==> config.mk <==
export PLATFORM = sky130hd
export DESIGN_NAME = i2c_wr_scheduler_flat
export DESIGN_NICKNAME = d
export VERILOG_FILES = /design/src/rtl/i2c_wr_if.sv /design/src/rtl/i2c_wr_scheduler.sv /design/src/flat_wrapper.sv
export SDC_FILE = /design/constraint.sdc
export NUM_CORES = 1
export LEC_CHECK = 0
export CAP_MARGIN = 20
export CORE_ASPECT_RATIO = 1.4
export CORE_MARGIN = 5
export CORE_UTILIZATION = 55
export CTS_CLUSTER_SIZE = 16
export DETAILED_ROUTE_END_ITERATION = 12
export PLACE_DENSITY = 0.74
export SLEW_MARGIN = 10
export SYNTH_ARGS = -nofsm -noshare
export SYNTH_HDL_FRONTEND = slang
export SYNTH_SLANG_ARGS = --single-unit
export TNS_END_PERCENT = 1
==> constraint.sdc <==
create_clock -name clk -period 5.4 [get_ports clk]
set_clock_uncertainty 0.1 [all_clocks]
set_input_delay 1.08 -clock clk [delete_from_list [all_inputs] [get_ports clk]]
set_output_delay 1.08 -clock clk [all_outputs]
set_load 0.005 [all_outputs]
==> src/rtl/i2c_wr_if.sv <==
// i2c_wr_if
//  Bundles the host request port and the downstream byte-write I2C master
//  handshake of the write scheduler.
//  master : scheduler side (accepts host requests, drives m_start/m_dev/m_addr/m_data)
//  slave  : environment side (host + byte-write I2C master)
//  Signals:
//   en_write, cs_addr[7:0], rw_addr[7:0], input_data[7:0]  host push request
//   req_full, busy, err[2:0]                               host status
//   err_clr                                                host clears sticky errors
//   m_start, m_dev[7:0], m_addr[7:0], m_data[7:0]          transaction to I2C master
//   m_done, m_nack                                         completion from I2C master
interface i2c_wr_if;
   logic       en_write;
   logic [7:0] cs_addr;
   logic [7:0] rw_addr;
   logic [7:0] input_data;
   logic       req_full;
   logic       busy;
   logic       m_start;
   logic [7:0] m_dev;
   logic [7:0] m_addr;
   logic [7:0] m_data;
   logic       m_done;
   logic       m_nack;
   logic [2:0] err;
   logic       err_clr;

   modport master (
      input  en_write, cs_addr, rw_addr, input_data, m_done, m_nack, err_clr,
      output req_full, busy, m_start, m_dev, m_addr, m_data, err
   );

   modport slave (
      output en_write, cs_addr, rw_addr, input_data, m_done, m_nack, err_clr,
      input  req_full, busy, m_start, m_dev, m_addr, m_data, err
   );
endinterface

==> src/rtl/i2c_wr_scheduler.sv <==
// i2c_wr_scheduler
//  Queues EEPROM byte-write requests and issues them one at a time to a
//  byte-write I2C master, holding off the next start for the tWR write cycle.
//  NACK, master timeout and dropped/illegal requests raise sticky err bits.
//  Ports:
//   clk  clock, rising edge
//   rst  asynchronous reset, active high
//   bus  i2c_wr_if.master (host request/status + master start/done handshake)
//  Optional build macro RETRY_NACK_EN: reissue a NACKed transaction up to
//  MAX_RETRY times before flagging err[0].
//
//  state | meaning
//  IDLE  | waiting for a queued request
//  LOAD  | pop FIFO head into the master byte registers
//  ISSUE | one-cycle m_start pulse, watchdog cleared
//  WAIT  | waiting for m_done or watchdog expiry
//  GAP   | tWR write-cycle gap before next start
module i2c_wr_scheduler #(
   parameter int DEPTH_LOG2  = 2,
   parameter int TWR_CYCLES  = 1000,
   parameter int TIMEOUT_CYC = 4096,
   parameter int MAX_RETRY   = 3
) (
   input logic       clk,
   input logic       rst,
   i2c_wr_if.master  bus
);

   localparam int DEPTH = 1 << DEPTH_LOG2;
   localparam int CW    = $clog2(DEPTH + 1);
   localparam int WW    = $clog2(TIMEOUT_CYC + 1);
   localparam int GW    = $clog2(TWR_CYCLES + 1);

   typedef enum logic [2:0] {IDLE, LOAD, ISSUE, WAIT, GAP} state_t;

   state_t state, state_nxt;

   logic [23:0]           mem [DEPTH];
   logic [DEPTH_LOG2-1:0] wr_ptr, rd_ptr;
   logic [CW-1:0]         count, count_nxt;
   logic                  req_full;
   logic                  push_ok, push_bad, pop;

   logic [7:0]            m_dev, m_addr, m_data;
   logic [WW-1:0]         watchdog;
   logic [GW-1:0]         gap_cnt;
   logic [2:0]            err, err_set;
   logic                  start_c, nack_err, timeout_err;

`ifdef RETRY_NACK_EN
   localparam int RW = $clog2(MAX_RETRY + 1);
   logic [RW-1:0] retry_cnt;
   logic          retry_pend;
   logic          retry_inc;
`else
   // Retries do not exist in this build; MAX_RETRY is intentionally inert.
   localparam int unused_max_retry = MAX_RETRY;
`endif

   // Full is judged on the registered count, so a same-cycle pop never makes room.
   assign push_ok  = bus.en_write & ~req_full & ~bus.cs_addr[0];
   assign push_bad = bus.en_write & (req_full | bus.cs_addr[0]);

   always_comb begin
      count_nxt = count;
      case ({push_ok, pop})
         2'b10:   count_nxt = count + CW'(1);
         2'b01:   count_nxt = count - CW'(1);
         default: count_nxt = count;
      endcase
   end

   always_ff @(posedge clk) begin
      if (push_ok) mem[wr_ptr] <= {bus.cs_addr, bus.rw_addr, bus.input_data};
   end

   always_ff @(posedge clk or posedge rst) begin
      if (rst) begin
         wr_ptr   <= '0;
         rd_ptr   <= '0;
         count    <= '0;
         req_full <= 1'b0;
      end else begin
         if (push_ok) wr_ptr <= wr_ptr + DEPTH_LOG2'(1);
         if (pop)     rd_ptr <= rd_ptr + DEPTH_LOG2'(1);
         count    <= count_nxt;
         req_full <= (count_nxt == CW'(DEPTH));
      end
   end

   always_ff @(posedge clk or posedge rst) begin
      if (rst) state <= IDLE;
      else     state <= state_nxt;
   end

   always_comb begin
      state_nxt   = state;
      pop         = 1'b0;
      start_c     = 1'b0;
      nack_err    = 1'b0;
      timeout_err = 1'b0;
`ifdef RETRY_NACK_EN
      retry_inc   = 1'b0;
`endif
      case (state)
         IDLE:  if (count != '0) state_nxt = LOAD;
         LOAD: begin
            pop       = 1'b1;
            state_nxt = ISSUE;
         end
         ISSUE: begin
            start_c   = 1'b1;
            state_nxt = WAIT;
         end
         WAIT: begin
            // A completion in the same cycle as watchdog expiry is honoured.
            if (bus.m_done) begin
               state_nxt = GAP;
               if (bus.m_nack) begin
`ifdef RETRY_NACK_EN
                  if (retry_cnt < RW'(MAX_RETRY)) retry_inc = 1'b1;
                  else                            nack_err  = 1'b1;
`else
                  nack_err = 1'b1;
`endif
               end
            end else if (watchdog == WW'(TIMEOUT_CYC - 1)) begin
               timeout_err = 1'b1;
               state_nxt   = IDLE;
            end
         end
         GAP: begin
            if (gap_cnt == '0) begin
`ifdef RETRY_NACK_EN
               state_nxt = retry_pend ? ISSUE : IDLE;
`else
               state_nxt = IDLE;
`endif
            end
         end
         default: state_nxt = IDLE;
      endcase
   end

   always_ff @(posedge clk or posedge rst) begin
      if (rst) begin
         m_dev    <= '0;
         m_addr   <= '0;
         m_data   <= '0;
         watchdog <= '0;
         gap_cnt  <= '0;
`ifdef RETRY_NACK_EN
         retry_cnt  <= '0;
         retry_pend <= 1'b0;
`endif
      end else begin
         if (state == LOAD) {m_dev, m_addr, m_data} <= mem[rd_ptr];

         if (state == ISSUE)     watchdog <= '0;
         else if (state == WAIT) watchdog <= watchdog + WW'(1);

         // Loaded with TWR_CYCLES-1 so GAP spans exactly TWR_CYCLES cycles.
         if (state == WAIT && state_nxt == GAP)  gap_cnt <= GW'(TWR_CYCLES - 1);
         else if (state == GAP && gap_cnt != '0) gap_cnt <= gap_cnt - GW'(1);

`ifdef RETRY_NACK_EN
         if (state == LOAD) begin
            retry_cnt  <= '0;
            retry_pend <= 1'b0;
         end else if (retry_inc) begin
            retry_cnt  <= retry_cnt + RW'(1);
            retry_pend <= 1'b1;
         end else if (state == GAP && state_nxt == ISSUE) begin
            retry_pend <= 1'b0;
         end
`endif
      end
   end

   assign err_set = {timeout_err, push_bad, nack_err};

   // A new error in the same cycle as err_clr survives the clear.
   always_ff @(posedge clk or posedge rst) begin
      if (rst) err <= '0;
      else     err <= (err & ~{3{bus.err_clr}}) | err_set;
   end

   assign bus.req_full = req_full;
   assign bus.busy     = (state != IDLE) || (count != '0);
   assign bus.m_start  = start_c;
   assign bus.m_dev    = m_dev;
   assign bus.m_addr   = m_addr;
   assign bus.m_data   = m_data;
   assign bus.err      = err;

endmodule

==> src/flat_wrapper.sv <==
// flat-port wrapper written by rule: the top's interface ports become plain ports
module i2c_wr_scheduler_flat 
#(
   parameter int DEPTH_LOG2  = 2,
   parameter int TWR_CYCLES  = 1000,
   parameter int TIMEOUT_CYC = 4096,
   parameter int MAX_RETRY   = 3
)
  (clk, rst, bus_en_write, bus_cs_addr, bus_rw_addr, bus_input_data, bus_m_done, bus_m_nack, bus_err_clr, bus_req_full, bus_busy, bus_m_start, bus_m_dev, bus_m_addr, bus_m_data, bus_err);
  i2c_wr_if bus_i ();
  input logic clk;
  input logic rst;
  input wire logic [$bits(bus_i.en_write)-1:0] bus_en_write;
  input wire logic [$bits(bus_i.cs_addr)-1:0] bus_cs_addr;
  input wire logic [$bits(bus_i.rw_addr)-1:0] bus_rw_addr;
  input wire logic [$bits(bus_i.input_data)-1:0] bus_input_data;
  input wire logic [$bits(bus_i.m_done)-1:0] bus_m_done;
  input wire logic [$bits(bus_i.m_nack)-1:0] bus_m_nack;
  input wire logic [$bits(bus_i.err_clr)-1:0] bus_err_clr;
  output wire logic [$bits(bus_i.req_full)-1:0] bus_req_full;
  output wire logic [$bits(bus_i.busy)-1:0] bus_busy;
  output wire logic [$bits(bus_i.m_start)-1:0] bus_m_start;
  output wire logic [$bits(bus_i.m_dev)-1:0] bus_m_dev;
  output wire logic [$bits(bus_i.m_addr)-1:0] bus_m_addr;
  output wire logic [$bits(bus_i.m_data)-1:0] bus_m_data;
  output wire logic [$bits(bus_i.err)-1:0] bus_err;
  assign bus_i.en_write = bus_en_write;
  assign bus_i.cs_addr = bus_cs_addr;
  assign bus_i.rw_addr = bus_rw_addr;
  assign bus_i.input_data = bus_input_data;
  assign bus_i.m_done = bus_m_done;
  assign bus_i.m_nack = bus_m_nack;
  assign bus_i.err_clr = bus_err_clr;
  assign bus_req_full = bus_i.req_full;
  assign bus_busy = bus_i.busy;
  assign bus_m_start = bus_i.m_start;
  assign bus_m_dev = bus_i.m_dev;
  assign bus_m_addr = bus_i.m_addr;
  assign bus_m_data = bus_i.m_data;
  assign bus_err = bus_i.err;
  i2c_wr_scheduler #(.DEPTH_LOG2(DEPTH_LOG2), .TWR_CYCLES(TWR_CYCLES), .TIMEOUT_CYC(TIMEOUT_CYC), .MAX_RETRY(MAX_RETRY)) u_core (.clk(clk), .rst(rst), .bus(bus_i));
endmodule
==> summary by stage <==
Synthesis
The share of synthesized area in the top cell type comes to 0.458. For this run, the leading register cell type out of synthesis is sky130_fd_sc_hd__edfxtp_1. The netlist area before placement is 6290 sq um. The count of cell types in the netlist is 50. The number of storage elements in the synthesis netlist is 157. The share of flip-flops with an asynchronous set or reset after synthesis is 0.389. sky130_fd_sc_hd__edfxtp_1 takes more of the synthesized area than any other cell. A synthesized cell averages 16.4 sq um. The register area share after synthesis is 0.700. The synthesized instance count is 383. The synthesized design contains 96 enable-type register cells. Counting every net in the synthesized netlist gives 421. The count of synthesis-stage warnings from yosys is 0. Ranked by total cell area, the synthesized netlist is headed by sky130_fd_sc_hd__edfxtp_1 46%, sky130_fd_sc_hd__dfrtp_1 24%, sky130_fd_sc_hd__mux4_2 8.6%.

Floorplan
The die width is 100 um. The die height is 137 um. For this configuration, the core starts out at a cell density of 0.558. The count of boundary I/O pins is 60. The area of the placeable core is 11300 sq um. The die outline area is 13700 sq um. The number of placement rows is 46.

Clocking
The deepest clock path buffer count is 2. The later-pin clock latency in the skew report is 410 ps. The number of H-tree levels is 4. TritonCTS created 17 clock buffers.

The TritonCTS clock tree is done. The number of gates resized after CTS was 0. After clock tree synthesis, the flow added hold-fix buffers numbering 0.

The total clock sinks is 157. The clock transition at the register clock pins on the worst setup and hold paths after CTS is 60 ps. The post-CTS setup buffer count is 0. The clock tree root driver cell is sky130_fd_sc_hd__clkbuf_16.

Place
After detailed placement, the total cell area comes to 7070 sq um. After detailed placement, the design holds a cell count of 579. The post-placement worst setup slack is 1730 ps. At the end of routability-driven placement, the weighted congestion stood at 0.770. The final HPWL from detailed placement is 7360 um. In this run the tool buffered the top-level ports with 59 buffer cells.

Drt
After detailed routing, the number of remaining DRC violations is 0. The first routing iteration left 178 violations. Wires add up to 11600 um. Using the TritonRoute via totals, the vias-per-cell ratio works out to 5.70. The final antenna-violating net count is 0. After detailed routing, the average wire length per cell comes to 18.9 um. The total number of vias is 3480.

Before antenna repair, the detailed router went through 4 iterations.

Global routing
The global-route wire length before repair is 19400 um. The number of global-route vias before repair is 3743. For this run the aggregate overflow at the end of global routing stands at 0. The number of antenna violations at the first check in global routing was 0. In the global route stage, overall resource usage came out at 0.187. The pin count of the biggest net entering global routing is 62.

Finish
The filler cells instantiated in the layout total 735. From synthesis to final layout, the design area changed by 21.8%. The share of layout cells above drive strength 1 is 0.197. Once layout is done, the placed cells without fillers occupy 7670 sq um. The final non-filler cell total is 611. The number of antenna diodes in the final layout is 0. The layout net count is 492.

The end-of-flow core utilization is 0.680.

Worst setup path
Data arrives at the worst endpoint at 2250 ps. The critical path data required time is 4220 ps. The worst-path maximum fanout is 10. By startpoint and endpoint, the worst setup path is classified as reg2out.

The type of destination of the critical path is an output pin. The type of element launching the critical path is a flop.

Power and ir drop
Power spread over the standard cell area amounts to 521 nW/um^2. IR analysis of the VDD net gives a maximum drop of 0.292 mV. The internal power of the cells totals 2.85 mW. Of the total power, registers draw 0.432. Of the total power, combinational logic draws 0.271.

The leakage power total is 2.83 nW. Of the total power, the clock network draws 0.297. Of the total power, the share spent switching nets is 0.286. The switching component of the power is 1.14 mW. The total power after layout is 3.99 mW.

Flow run
Max-cap violations in this run came to 0.

STA
The max-slew violation count is 0. The final total negative setup slack is 0 ps. The final critical-path share of the clock period is 0.634. Across all setup checks in the final design, the least slack found is 1970 ps. The achievable frequency is 292 MHz. The minimum period implied by the final worst setup slack is 3430 ps.

The transition at the pin with the smallest max-transition slack is 886 ps. Setup violations remaining at the end of the flow were counted as 0. Setup repair after global routing left no endpoint under its margin. The number of hold violations in the final report is 0. The worst pin sits at a relative slew slack of 0.408.

The tightest hold margin is 391 ps.

Status
The flow ran to the end, and the final reports show no timing, DRC or antenna violations.

Min path
The type of the worst min-delay path is reg2reg.
-- power by group through the flow --
| stage | combinational [mW] | clock (mW) | sequential [mW] |
|---|---|---|---|
| floorplan | 0.761 | 0 | 1.63 |
| CTS | 1.10 | 1.21 | 1.73 |
| global placement | 1.03 | 0 | 1.76 |
| finish | 1.08 | 1.19 | 1.72 |
| detailed placement | 1.10 | 0 | 1.75 |
| global route | 1.18 | 1.26 | 1.77 |
-- cells in the mapped netlist, types with 7 or more instances --
cell type                   n
sky130_fd_sc_hd__nand3_1    7
sky130_fd_sc_hd__mux4_2    24
sky130_fd_sc_hd__inv_1     20
sky130_fd_sc_hd__ha_1       7
sky130_fd_sc_hd__a21oi_1    8
sky130_fd_sc_hd__mux2_2    24
sky130_fd_sc_hd__dfrtp_1   61
sky130_fd_sc_hd__edfxtp_1  96
sky130_fd_sc_hd__and2_1     8
sky130_fd_sc_hd__nor2_1     8
sky130_fd_sc_hd__nand2_1   26
sky130_fd_sc_hd__o21ai_0   14
-- routing by layer --
| metal | track usage | up-vias | wire length, um |
|---|---|---|---|
| li1 | - | 1607 | - |
| met1 | 0.233 | 1760 | 4730 |
| met3 | 0.0530 | 16 | 455 |
| met4 | 0.0592 | 0 | 175 |
| met5 | 0 | - | 0 |
| met2 | 0.317 | 97 | 6200 |
-- cells in the final DEF (no fill, tap or decap), types with 3 or more instances in the layout --
master | netlist | routed
sky130_fd_sc_hd__a21oi_1 | 8 | 8
sky130_fd_sc_hd__and2_1 | 8 | 8
sky130_fd_sc_hd__and3_1 | 4 | 4
sky130_fd_sc_hd__buf_4 | 2 | 5
sky130_fd_sc_hd__clkbuf_16 | 0 | 17
sky130_fd_sc_hd__clkdlybuf4s50_1 | 0 | 59
sky130_fd_sc_hd__dfrtp_1 | 61 | 60
sky130_fd_sc_hd__edfxtp_1 | 96 | 96
sky130_fd_sc_hd__ha_1 | 7 | 7
sky130_fd_sc_hd__inv_1 | 20 | 19
sky130_fd_sc_hd__inv_6 | 0 | 8
sky130_fd_sc_hd__mux2_2 | 24 | 24
sky130_fd_sc_hd__mux2i_1 | 5 | 5
sky130_fd_sc_hd__mux4_2 | 24 | 24
sky130_fd_sc_hd__nand2_1 | 26 | 26
sky130_fd_sc_hd__nand3_1 | 7 | 7
sky130_fd_sc_hd__nand4_1 | 3 | 3
sky130_fd_sc_hd__nor2_1 | 8 | 8
sky130_fd_sc_hd__nor2b_1 | 3 | 3
sky130_fd_sc_hd__nor3_1 | 5 | 5
sky130_fd_sc_hd__nor4_1 | 3 | 3
sky130_fd_sc_hd__o211ai_1 | 5 | 5
sky130_fd_sc_hd__o21ai_0 | 14 | 14
sky130_fd_sc_hd__xnor2_1 | 4 | 4
sky130_fd_sc_hd__xor2_1 | 3 | 3
-- logic make-up after synthesis --
group                    after synthesis  synth area share
AO/OA/AOI/OAI                         43            0.0439
XOR/XNOR                               7           0.00974
adder cells (fa/ha/maj)                8            0.0171
buffers and inverters                 33            0.0219
flip-flops                           157             0.700
multiplexers                          53             0.137
AND/OR/NAND/NOR                       82            0.0702
-- critical path, cell delays in order, from the launching register on --
cell	delay (ps)
sky130_fd_sc_hd__dfrtp_1	560
sky130_fd_sc_hd__nor2b_1	440
sky130_fd_sc_hd__nand2_1	260
sky130_fd_sc_hd__inv_1	90
sky130_fd_sc_hd__clkdlybuf4s50_1	490
-- sequential cells by signal (all words and copies together) (netlist names) --
name                 cells
u_core.mem              96
u_core.rd_ptr            2
u_core.watchdog         13
u_core.state             3
u_core.bus.m_dev         8
u_core.bus.m_data        8
u_core.wr_ptr            2
u_core.gap_cnt          10
u_core.count             3
u_core.bus.req_full      1
u_core.bus.m_addr        8
u_core.bus.err           3
-- final cells by class --
class,count,area [sq um],share of cell area
Inverter,20,75.1,0.00979
Clock buffer,18,439,0.0573
Clock inverter,14,155,0.0202
Timing Repair Buffer,65,656,0.0855
Tap cell,144,180,0.0235
Sequential cell,157,4410,0.575
Multi-Input combinational cell,193,1750,0.229
-- path summary, 6_finish.rpt --
check                      slack (ps)  cells after the start                  end                 from
max                              1970                      4          bus_m_start      u_core.state[1]
min                               390                      1  u_core.watchdog[11]  u_core.watchdog[11]
max reg2reg                      2280                      9  u_core.bus.req_full      u_core.state[0]
min reg2reg                       390                      1  u_core.watchdog[11]  u_core.watchdog[11]
max in group asynchronous        3510                      3     u_core.rd_ptr[0]                  rst
min in group asynchronous        1120                      3    u_core.gap_cnt[7]                  rst
No activity file was read; power rests on OpenSTA's default activity.
